$ cat src/rtl/pixel_sdram_writer.sv
`default_nettype none
// ============================================================================
// Module   : pixel_sdram_writer
// Function : Pairs camera FIFO bytes into RGB565 words and writes them to
//            consecutive SDRAM word addresses across a ring of frame slots.
// Revision : 1.0 - initial release
// ============================================================================
module pixel_sdram_writer #(
  parameter int FRAME_PIXELS = 65536,
  parameter int NUM_FRAMES   = 5,
  parameter int ADDR_WIDTH   = 22,
  parameter int BASE_ADDR    = 0
) (
  input  logic                  clk,
  input  logic                  rst_n,
  input  logic                  clear,
  input  logic                  fifo_empty,
  input  logic [7:0]            fifo_dout,
  output logic                  fifo_rd_en,
  output logic                  wr_req,
  output logic [ADDR_WIDTH-1:0] wr_addr,
  output logic [15:0]           wr_data,
  input  logic                  wr_ack,
  output logic                  frame_done,
  output logic [2:0]            frame_index,
  output logic                  busy
);

  localparam int c_CNT_W = $clog2(FRAME_PIXELS);

  localparam logic [2:0] c_RD_HI  = 3'd0;
  localparam logic [2:0] c_CAP_HI = 3'd1;
  localparam logic [2:0] c_RD_LO  = 3'd2;
  localparam logic [2:0] c_CAP_LO = 3'd3;
  localparam logic [2:0] c_WRITE  = 3'd4;

  localparam logic [c_CNT_W-1:0]    c_LAST_PIX     = c_CNT_W'(FRAME_PIXELS - 1);
  localparam logic [2:0]            c_LAST_FRAME   = 3'(NUM_FRAMES - 1);
  localparam logic [ADDR_WIDTH-1:0] c_BASE         = ADDR_WIDTH'(BASE_ADDR);
  localparam logic [ADDR_WIDTH-1:0] c_FRAME_STRIDE = ADDR_WIDTH'(FRAME_PIXELS);

  logic [2:0]            r_state;
  logic [2:0]            w_next_state;
  logic [7:0]            r_pixel_hi;
  logic                  r_wr_req;
  logic [ADDR_WIDTH-1:0] r_wr_addr;
  logic [15:0]           r_wr_data;
  logic                  r_frame_done;
  logic [2:0]            r_frame_index;
  logic [c_CNT_W-1:0]    r_pixel_cnt;
  logic                  w_rd_en;
  logic                  w_busy;
  logic [ADDR_WIDTH-1:0] w_pix_addr;

  always_ff @(posedge clk or negedge rst_n) begin
    if (!rst_n) begin
      r_state <= c_RD_HI;
    end else begin
      r_state <= w_next_state;
    end
  end

  always_comb begin
    w_next_state = r_state;
    if (clear) begin
      w_next_state = c_RD_HI;
    end else begin
      case (r_state)
        c_RD_HI:  if (!fifo_empty) w_next_state = c_CAP_HI;
        c_CAP_HI: w_next_state = c_RD_LO;
        c_RD_LO:  if (!fifo_empty) w_next_state = c_CAP_LO;
        c_CAP_LO: w_next_state = c_WRITE;
        c_WRITE:  if (wr_ack) w_next_state = c_RD_HI;
        default:  w_next_state = c_RD_HI;
      endcase
    end
  end

  // Pop only from a read state; reset and clear both hold the FIFO still.
  always_comb begin
    w_rd_en = 1'b0;
    if (rst_n && !clear && !fifo_empty &&
        ((r_state == c_RD_HI) || (r_state == c_RD_LO))) begin
      w_rd_en = 1'b1;
    end
    w_busy = (r_state != c_RD_HI);
  end

  assign w_pix_addr = c_BASE
                    + ADDR_WIDTH'(r_frame_index) * c_FRAME_STRIDE
                    + ADDR_WIDTH'(r_pixel_cnt);

  always_ff @(posedge clk or negedge rst_n) begin
    if (!rst_n) begin
      r_pixel_hi    <= 8'd0;
      r_wr_req      <= 1'b0;
      r_wr_addr     <= '0;
      r_wr_data     <= 16'd0;
      r_frame_done  <= 1'b0;
      r_frame_index <= 3'd0;
      r_pixel_cnt   <= '0;
    end else if (clear) begin
      r_wr_req      <= 1'b0;
      r_frame_done  <= 1'b0;
      r_frame_index <= 3'd0;
      r_pixel_cnt   <= '0;
    end else begin
      r_frame_done <= 1'b0;
      case (r_state)
        c_CAP_HI: r_pixel_hi <= fifo_dout;
        c_CAP_LO: begin
          r_wr_data <= {r_pixel_hi, fifo_dout};
          r_wr_addr <= w_pix_addr;
          r_wr_req  <= 1'b1;
        end
        c_WRITE: begin
          if (wr_ack) begin
            r_wr_req <= 1'b0;
            if (r_pixel_cnt == c_LAST_PIX) begin
              r_pixel_cnt   <= '0;
              r_frame_done  <= 1'b1;
              r_frame_index <= (r_frame_index == c_LAST_FRAME) ? 3'd0 : r_frame_index + 3'd1;
            end else begin
              r_pixel_cnt <= r_pixel_cnt + c_CNT_W'(1);
            end
          end
        end
        default: ;
      endcase
    end
  end

  assign fifo_rd_en  = w_rd_en;
  assign busy        = w_busy;
  assign wr_req      = r_wr_req;
  assign wr_addr     = r_wr_addr;
  assign wr_data     = r_wr_data;
  assign frame_done  = r_frame_done;
  assign frame_index = r_frame_index;

endmodule
`default_nettype wire

$ cat config.mk
export PLATFORM = sky130hd
export DESIGN_NAME = pixel_sdram_writer
export DESIGN_NICKNAME = d
export VERILOG_FILES = /design/src/rtl/pixel_sdram_writer.sv
export SDC_FILE = /design/constraint.sdc
export NUM_CORES = 1
export LEC_CHECK = 0
export ABC_CLOCK_PERIOD_IN_PS = 1600
export CAP_MARGIN = 15
export CORE_MARGIN = 10
export CORE_UTILIZATION = 48
export CTS_BUF_LIST = sky130_fd_sc_hd__clkbuf_8
export CTS_CLUSTER_DIAMETER = 100
export DETAILED_ROUTE_END_ITERATION = 16
export GPL_TIMING_DRIVEN = 0
export PLACE_DENSITY = 0.8
export RECOVER_POWER = 25
export SLEW_MARGIN = 5
export SYNTH_ARGS = -nofsm -noshare
export SYNTH_HDL_FRONTEND = slang
export SYNTH_SLANG_ARGS = --single-unit
export TNS_END_PERCENT = 30
$ cat constraint.sdc
create_clock -name clk -period 1.6 [get_ports clk]
set_input_delay 0.16 -clock clk [delete_from_list [all_inputs] [get_ports clk]]
set_output_delay 0.16 -clock clk [all_outputs]
set_load 0.05 [all_outputs]
[Word-level counts from Yosys, hierarchy flattened]
Cells that the tools add are included.
Cells by class
  add/subtract/negate cells: 3
  eq/ne operators: 9
  mux-type cells: 22
  bitwise logic cells: 1
  reductions and logical operators: 18
Operators by type and width (count)
  16-bit 2-to-1 mux: 4
  3-bit 2-to-1 mux: 9
  19-bit by 16-bit adder with 20-bit output: 1
  16-bit by 1-bit adder with 16-bit output (second input constant): 1
  16-bit equality test (second input constant): 1
  3-bit case mux with 5 select lines: 1
  3-bit inequality test (second input constant): 3
  2-bit AND reduction: 4
  1-bit 2-to-1 mux: 7
  3-bit by 2-bit equality test with 1-bit output (second input constant): 2
  3-bit equality test (second input constant): 2
  3-bit AND reduction: 2
  2-bit nonzero test: 3
  3-bit nonzero test: 2
  3-bit by 1-bit adder with 3-bit output (second input constant): 1
  3-bit by 1-bit equality test with 1-bit output (second input constant): 1
  1-bit logical AND: 3
  3-bit logical NOT: 1
  1-bit logical NOT: 2
  1-bit case mux with 2 select lines: 1
  1-bit logical OR: 1
  1-bit NOT: 1
Word-level totals
  register bits after elaboration: 70

[Depth between registers and ports, before layout]
Gate-level depths: netlist (run 1).
  depth after elaboration: 6
  gate-level depth with buffers: 8
  gate-level depth less buffers: 6

[Least setup slack after synthesis (run 1)]
OpenSTA, ideal clock, no wires.
  kind: reg-to-reg
  start: register r_pixel_cnt[0]
  end: register r_pixel_cnt[10]
  arrival time: 1.694 ns
  required time: 1.527 ns
  path slack: -0.167 ns
  stages on the path, launching flop included: 7
  clock period less this slack: 1.767 ns
  cells stage by stage: dfrtp_1 ha_1 and3_1 and3_1 a21bo_4 or3_1 a21oi_2
On the way
  word-level cells in the longest chain between the ends: 5
  elaborated cells on any way between the ends: 6
  those cells by class: add/sub (1); eq/ne (1); mux (4)
RTL lines
  start: declaration: line 50  | logic [c_CNT_W-1:0] r_pixel_cnt;
  start signal: assignment: line 124  | r_pixel_cnt <= r_pixel_cnt + c_CNT_W'(1);
  16-bit by 1-bit adder with 16-bit output or 16-bit equality test (tied branches): line 124, 119
  16-bit 2-to-1 mux *: line 119  | if (r_pixel_cnt == c_LAST_PIX) begin
  16-bit 2-to-1 mux *: line 117  | if (wr_ack) begin
  16-bit 2-to-1 mux *: line 109  | case (r_state)
  16-bit 2-to-1 mux *: line 102  | end else if (clear) begin
Mark *: on every way between the ends. The rest lies on a longest branch, timed or not. The select of a mux whose other input is x is not followed.
A chain may end at the register's enable or synchronous reset.

[Final worst setup path (run 1)]
  start: register r_state[0]
  end: output port busy
On the way
  word-level cells in the longest chain between the ends: 1
RTL lines
  start: declaration: line 42  | logic [2:0] r_state;
  start signal: assignment: line 57  | r_state <= c_RD_HI;
  start signal: assignment: line 59  | r_state <= w_next_state;
  3-bit nonzero test: line 86  | w_busy = (r_state != c_RD_HI);
  end: declaration: line 26  | output logic busy
No other way between the ends.

==> results.cfg, run 1 <==
[placement]
gp_congestion = 0.820
port_buffers = 53
place_inst = 351
post-place-ws_ns = -0.556
hpwl_um = 4290
placed_area_mm2 = 0.00352

[yosys]
synth_sequential_area_ratio_pct = 58.3
synth.avg_cell_area_um2 = 13.0
async_reset_ff_share_pct = 100
synth_top_area_share_pct = 58.3
yosysMostFrequentCell = dfrtp_1
ys_warn_count = 0
synth.distinct_cells = 41
netlist_instances = 221
synth_edf_count = 0
synth_top_cell_by_area = dfrtp_1
yosys-top-cells-area = dfrtp_1 58%, mux2_2 17%, nor2_1 2.2%
ys_seq_elements = 67
synth_area_mm2 = 0.00288
ys_top_cells_by_count = 67 x dfrtp_1, 43 x mux2_2, 17 x nor2_1, 9 x nand2_1, 9 x nand3_1
synthFlopType = dfrtp_1

[layout]
fillers = 430
drive_gt1_share_pct = 35.5
area_growth_pct = 36.5
final_area_mm2 = 0.00393
antennaDiodeCount = 0
layout.nets = 319
instances_no_fill = 382

[cts]
root_buffer = clkbuf_8
cts-buffers-inserted = 9
clkSinkCount = 67
cts.reportedPaths.clkPinSlew_ns = 0.07
cts_tree = yes
htree_levels = 3
clock_path_buffers = 2
clk_latency_ns = 0.34

[grt]
antenna_found_initial = 0
grt_overflow = 0
grt_pass1_vias = 2146
grt_pass1_wl_um = 10700
grt_usage_pct = 13.7
grt_start_max_net_pins = 69

[pwr]
switchingPower_mw = 1.39
swShare_pct = 31.7
p_comb_share_pct = 23.2
cellPowerDensity_mw_per_mm2 = 1120
p_clk_share_pct = 31.8
power_leakage_nw = 1.94
seq_power_share_pct = 45.0
vdd_drop_max_v = 0.000966
p_int_mw = 2.99

[sta]
fin_ws_ns = -0.144
period_needed_ns = 1.74
fmax_mhz = 573
setup_violations = 34
finClkSkew_ns = 0.00999
fin_crit_sh_pct = 109
hold_viol_final = 67
rsz0062_at_grt = yes
tightest_slew_ns = 0.833
max_slew_margin_pct = 44.5
hold_ws_ns = -0.0962
drv_slew = 0

[critical_path]
reg2reg_from = r_state[1]
worstReg2RegEnd = r_pixel_cnt[10]
end_kind = output port
critPathArrivalTime_ns = 1.58
crit_required_ns = 1.44
r2r.worst_path.cells = 6
r2r_slack_ns = -0.13
cp-start-kind = flip-flop
cp_max_fo = 4
crit_type = flip-flop to output port

[routing]
post-route-drc-count = 0
avgViaCountPerCell = 5.24
ant_nets = 0
routedWlPerCell_um = 16.9
vias = 2001
drtPass1Iterations = 4
drt_iter0_drc = 111
drt_wl_total_um = 6470

[outcome]
status = complete, but fails checks
violations = hold timing, setup timing

[worst_hold_path]
hold_class = input port to asynchronous set/reset pin

[floorplan]
initial_core_util_pct = 49.1
fp-row-count = 28
dieArea_mm2 = 0.00949
core_mm2 = 0.00585
io_pins = 58
die_w_um = 97.4
die_height_um = 97.4

[job]
maxCapViolCount = 0
-- cell usage in the layout (no fill, tap or decap), types with 5 or more instances in the layout --
cell,n
dfrtp_1,65
buf_4,18
mux2_2,43
nand3_1,7
buf_6,9
clkdlybuf4s50_1,10
clkbuf_8,11
inv_1,5
xor2_1,5
nand2_1,9
nor2_1,16
dlygate4sd2_1,40
-- how the worst max path moves through the flow --
stage	startpoint	end	cells past startpoint
finish	r_state[0]	busy	4
global route	r_state[1]	r_pixel_cnt[10]	6
CTS	r_state[2]	fifo_rd_en	4
detailed placement	wr_ack	r_pixel_cnt[4]	8
global placement	rst_n	fifo_rd_en	3
floorplan	r_state[1]	r_pixel_cnt[10]	6
-- per-stage QoR --
stage / hold WS, ns / setup TNS, ns / utilization [%] / power [mW]
3_3_place_gp: 0.476 / -140.85 / 60.1 / 3.06
5_1_grt: -0.0276 / -5.19 / 67.1 / 4.57
4_1_cts: -0.0520 / -0.732 / 64.6 / 4.41
2_1_floorplan: -0.136 / -0.956 / - / 2.68
6_report: -0.0962 / -1.30 / 67.1 / 4.38
3_5_place_dp: 0.319 / -19.16 / 60.1 / 3.08
-- kinds of logic (layout without fill, tap and decap cells) --
logic type / count (synthesis) / after routing / synth area share (%)
buffers and inverters: 14 / 98 / 2.70
AOI/OAI and AO/OA: 20 / 20 / 5.22
muxes: 45 / 45 / 17.5
DFF: 67 / 67 / 58.3
adders and majority gates: 3 / 3 / 1.31
and+or+nand+nor: 62 / 62 / 12.1
other: 1 / 3 / 0.130
xor gates and xnor gates: 9 / 9 / 2.74
-- power groups by stage --
stage / Sequential, mW / Combinational [mW] / Clock [mW]
2_1_floorplan: 2.44 / 0.235 / 0
3_3_place_gp: 2.00 / 1.06 / 0
3_5_place_dp: 2.01 / 1.07 / 0
4_1_cts: 1.97 / 1.01 / 1.43
5_1_grt: 1.99 / 1.08 / 1.50
6_report: 1.97 / 1.02 / 1.40
-- metal layers --
metal	up-vias	share of wire [%]	track usage [%]
li1	942	-	-
met1	990	40	15.0
met3	15	9.5	7.18
met2	54	48	21.3
met4	0	2.1	6.49
met5	-	0	0
-- registers in the layout, indices dropped and copies added (netlist names) --
signal and cells:
frame_index 3, wr_addr 19, frame_done 1, wr_data 16, r_state 3, r_pixel_cnt 16
wr_req 1, r_pixel_hi 8
-- area by class of cell --
type                            count  area (µm²)  share of cell area, %
Clock buffer                       11         151                   3.86
Buffer                             10        83.8                   2.14
Multi-Input combinational cell    142        1240                   31.5
Clock inverter                      4        42.5                   1.08
Tap cell                           75        93.8                   2.39
Sequential cell                    67        1680                   42.8
Inverter                            3        11.3                  0.287
Timing Repair Buffer               70         627                   16.0
-- worst max-delay path, cell delays in order, from the launching register on --
cell	delay (ns)
dfrtp_2	0.44
buf_4	0.15
buf_6	0.12
or3_4	0.38
buf_8	0.16
-- repair_timing --
| item | in CTS | in global routing |
|---|---|---|
| setup buffers | 10 | 7 |
| endpoints found under the setup margin | 98 | 42 |
| pin swaps | 6 | 5 |
| resized for setup | 70 | 25 |
| endpoints found under the hold margin | 67 | 67 |
No activity file was read; power rests on OpenSTA's default activity.
==> run 2: changes to the inputs <==
- ABC_CLOCK_PERIOD_IN_PS: 1600 -> 2100
- CORE_UTILIZATION: 48 -> 57
- GPL_ROUTABILITY_DRIVEN: unset -> 0
- GPL_TIMING_DRIVEN: 0 -> unset
- PLACE_DENSITY: 0.8 -> 0.89
- clock period: 1.6 -> 2.1 ns (I/O delays scaled with it)
==> results.cfg, run 2 (synthesis results as in run 1) <==
[outcome]
status = complete, no violations

[sta]
period_needed_ns = 1.97
setup_violations = 0
fmax_mhz = 509
hold_ws_ns = 0.415
fin_crit_sh_pct = 93.6
hold_viol_final = 0
tns_ns = 0
max_slew_margin_pct = 4.99
finClkSkew_ns = 0.00426
drv_slew = 0
tightest_slew_ns = 1.43
rsz0062_at_grt = no

[grt]
grt_pass1_vias = 2071
grt_overflow = 0
antenna_found_initial = 0
grt_start_max_net_pins = 68
grt_pass1_wl_um = 10500
grt_usage_pct = 15.4

[placement]
port_buffers = 54
hpwl_um = 4320
placed_area_mm2 = 0.00356

[job]
maxCapViolCount = 0

[cts]
cts.reportedPaths.clkPinSlew_ns = 0.07
root_buffer = clkbuf_8
htree_levels = 3
cts_tree = yes
clk_latency_ns = 0.35
clkSinkCount = 67
cts-buffers-inserted = 9
post_cts_buffers = 0
clock_path_buffers = 2

[floorplan]
fp-row-count = 25
die_w_um = 91.0
initial_core_util_pct = 59.7
die_height_um = 91.0
io_pins = 58
dieArea_mm2 = 0.00829
core_mm2 = 0.00482

[routing]
avgViaCountPerCell = 5.48
ant_nets = 0
routedWlPerCell_um = 16.6
drtPass1Iterations = 4
vias = 1983
drt_wl_total_um = 6030
post-route-drc-count = 0
drt_iter0_drc = 91

[critical_path]
crit_required_ns = 2.38
worstReg2RegEnd = r_pixel_cnt[10]
end_kind = flip-flop
r2r.worst_path.cells = 6
critPathArrivalTime_ns = 2.24
reg2reg_from = r_pixel_cnt[0]
cp-start-kind = flip-flop
r2r_slack_ns = 0.13
crit_type = flip-flop to flip-flop
cp_max_fo = 6

[layout]
fillers = 309
layout.nets = 306
area_growth_pct = 31.6
final_cell_mix = 67 x dfrtp_1, 51 x clkdlybuf4s50_1, 43 x mux2_2, 17 x nor2_1, 11 x buf_4
antennaDiodeCount = 0
layout_commonest_cell = dfrtp_1
final_area_mm2 = 0.00378
largest_register_ffs = 19
drive_gt1_share_pct = 28.5

[pwr]
p_int_mw = 2.41
power_leakage_nw = 1.68
seq_power_share_pct = 42.9
switchingPower_mw = 1.11
vdd_drop_max_v = 0.000978
swShare_pct = 31.5
p_comb_share_pct = 23.1
p_clk_share_pct = 33.9
cellPowerDensity_mw_per_mm2 = 930

[worst_hold_path]
holdCritStartpoint = fifo_empty
whs_endpoint = r_state[0]
whs_path_depth = 2
hold_class = input port to flip-flop
-- run 2: cell count changes in the layout (fill, tap and decap cells not counted), moves of 7 or more --
cell             before  now
clkdlybuf4s50_1      10   51
buf_4                18   11
buf_6                 9    0
dlygate4sd2_1        40    0
-- run 2: layer usage --
metal  GRT usage [%]  wire, µm
met5               0         0
met2            24.1      2930
met1            18.0      2490
met3            7.41       510
met4            5.35        98
-- run 2: power groups by stage --
stage	Combinational (mW)	Sequential, mW	Clock, mW
after floorplan	0.179	1.86	0
final	0.814	1.51	1.19
after global routing	0.857	1.53	1.29
after detailed placement	0.823	1.53	0
after CTS	0.831	1.51	1.22
after global placement	0.814	1.52	0
-- run 2: worst max path at each step --
stage / end / depth (start not counted) / start
after floorplan: r_pixel_cnt[10] / 6 / r_pixel_cnt[0]
after global placement: r_pixel_cnt[10] / 7 / wr_ack
after global routing: r_pixel_cnt[12] / 6 / r_state[0]
final: r_pixel_cnt[10] / 6 / r_pixel_cnt[0]
after detailed placement: r_pixel_cnt[10] / 7 / wr_ack
after CTS: r_pixel_cnt[10] / 6 / r_pixel_cnt[0]
-- run 2: stage by stage --
stage / setup slack, ns / util [%] / std cells / power, mW
final: 0.134 / 78.6 / 362 / 3.52
after global routing: 0.0458 / 78.6 / 362 / 3.67
after detailed placement: -0.0323 / 74.0 / 345 / 2.36
after floorplan: 0.333 / - / 223 / 2.04
after CTS: 0.149 / 78.9 / 362 / 3.56
after global placement: 0.0389 / 74.0 / 345 / 2.34
-- run 2: final cells by class --
cell class	instances	area [µm²]	share of cell area, %
clock buffers	9	124	3.27
clock inverters	7	101	2.68
inverters	3	11.3	0.298
multi-input cells	142	1130	30.0
flip-flops and latches	67	1680	44.3
well taps	67	83.8	2.21
repair buffers	67	653	17.3
-- run 2: worst max-delay path, cell delays in order, from the launching register on --
cell	delay, ns
dfrtp_1	0.45
ha_1	0.24
and3_1	0.21
and3_1	0.24
a21bo_4	0.24
or3_1	0.36
a21oi_2	0.14
-- run 2: what timing repair did --
item | in CTS | in global routing
setup endpoints to repair | 0 | 0
gates resized for setup | 0 | 0
hold buffers | 1 | 0
hold endpoints to repair | 67 | 0
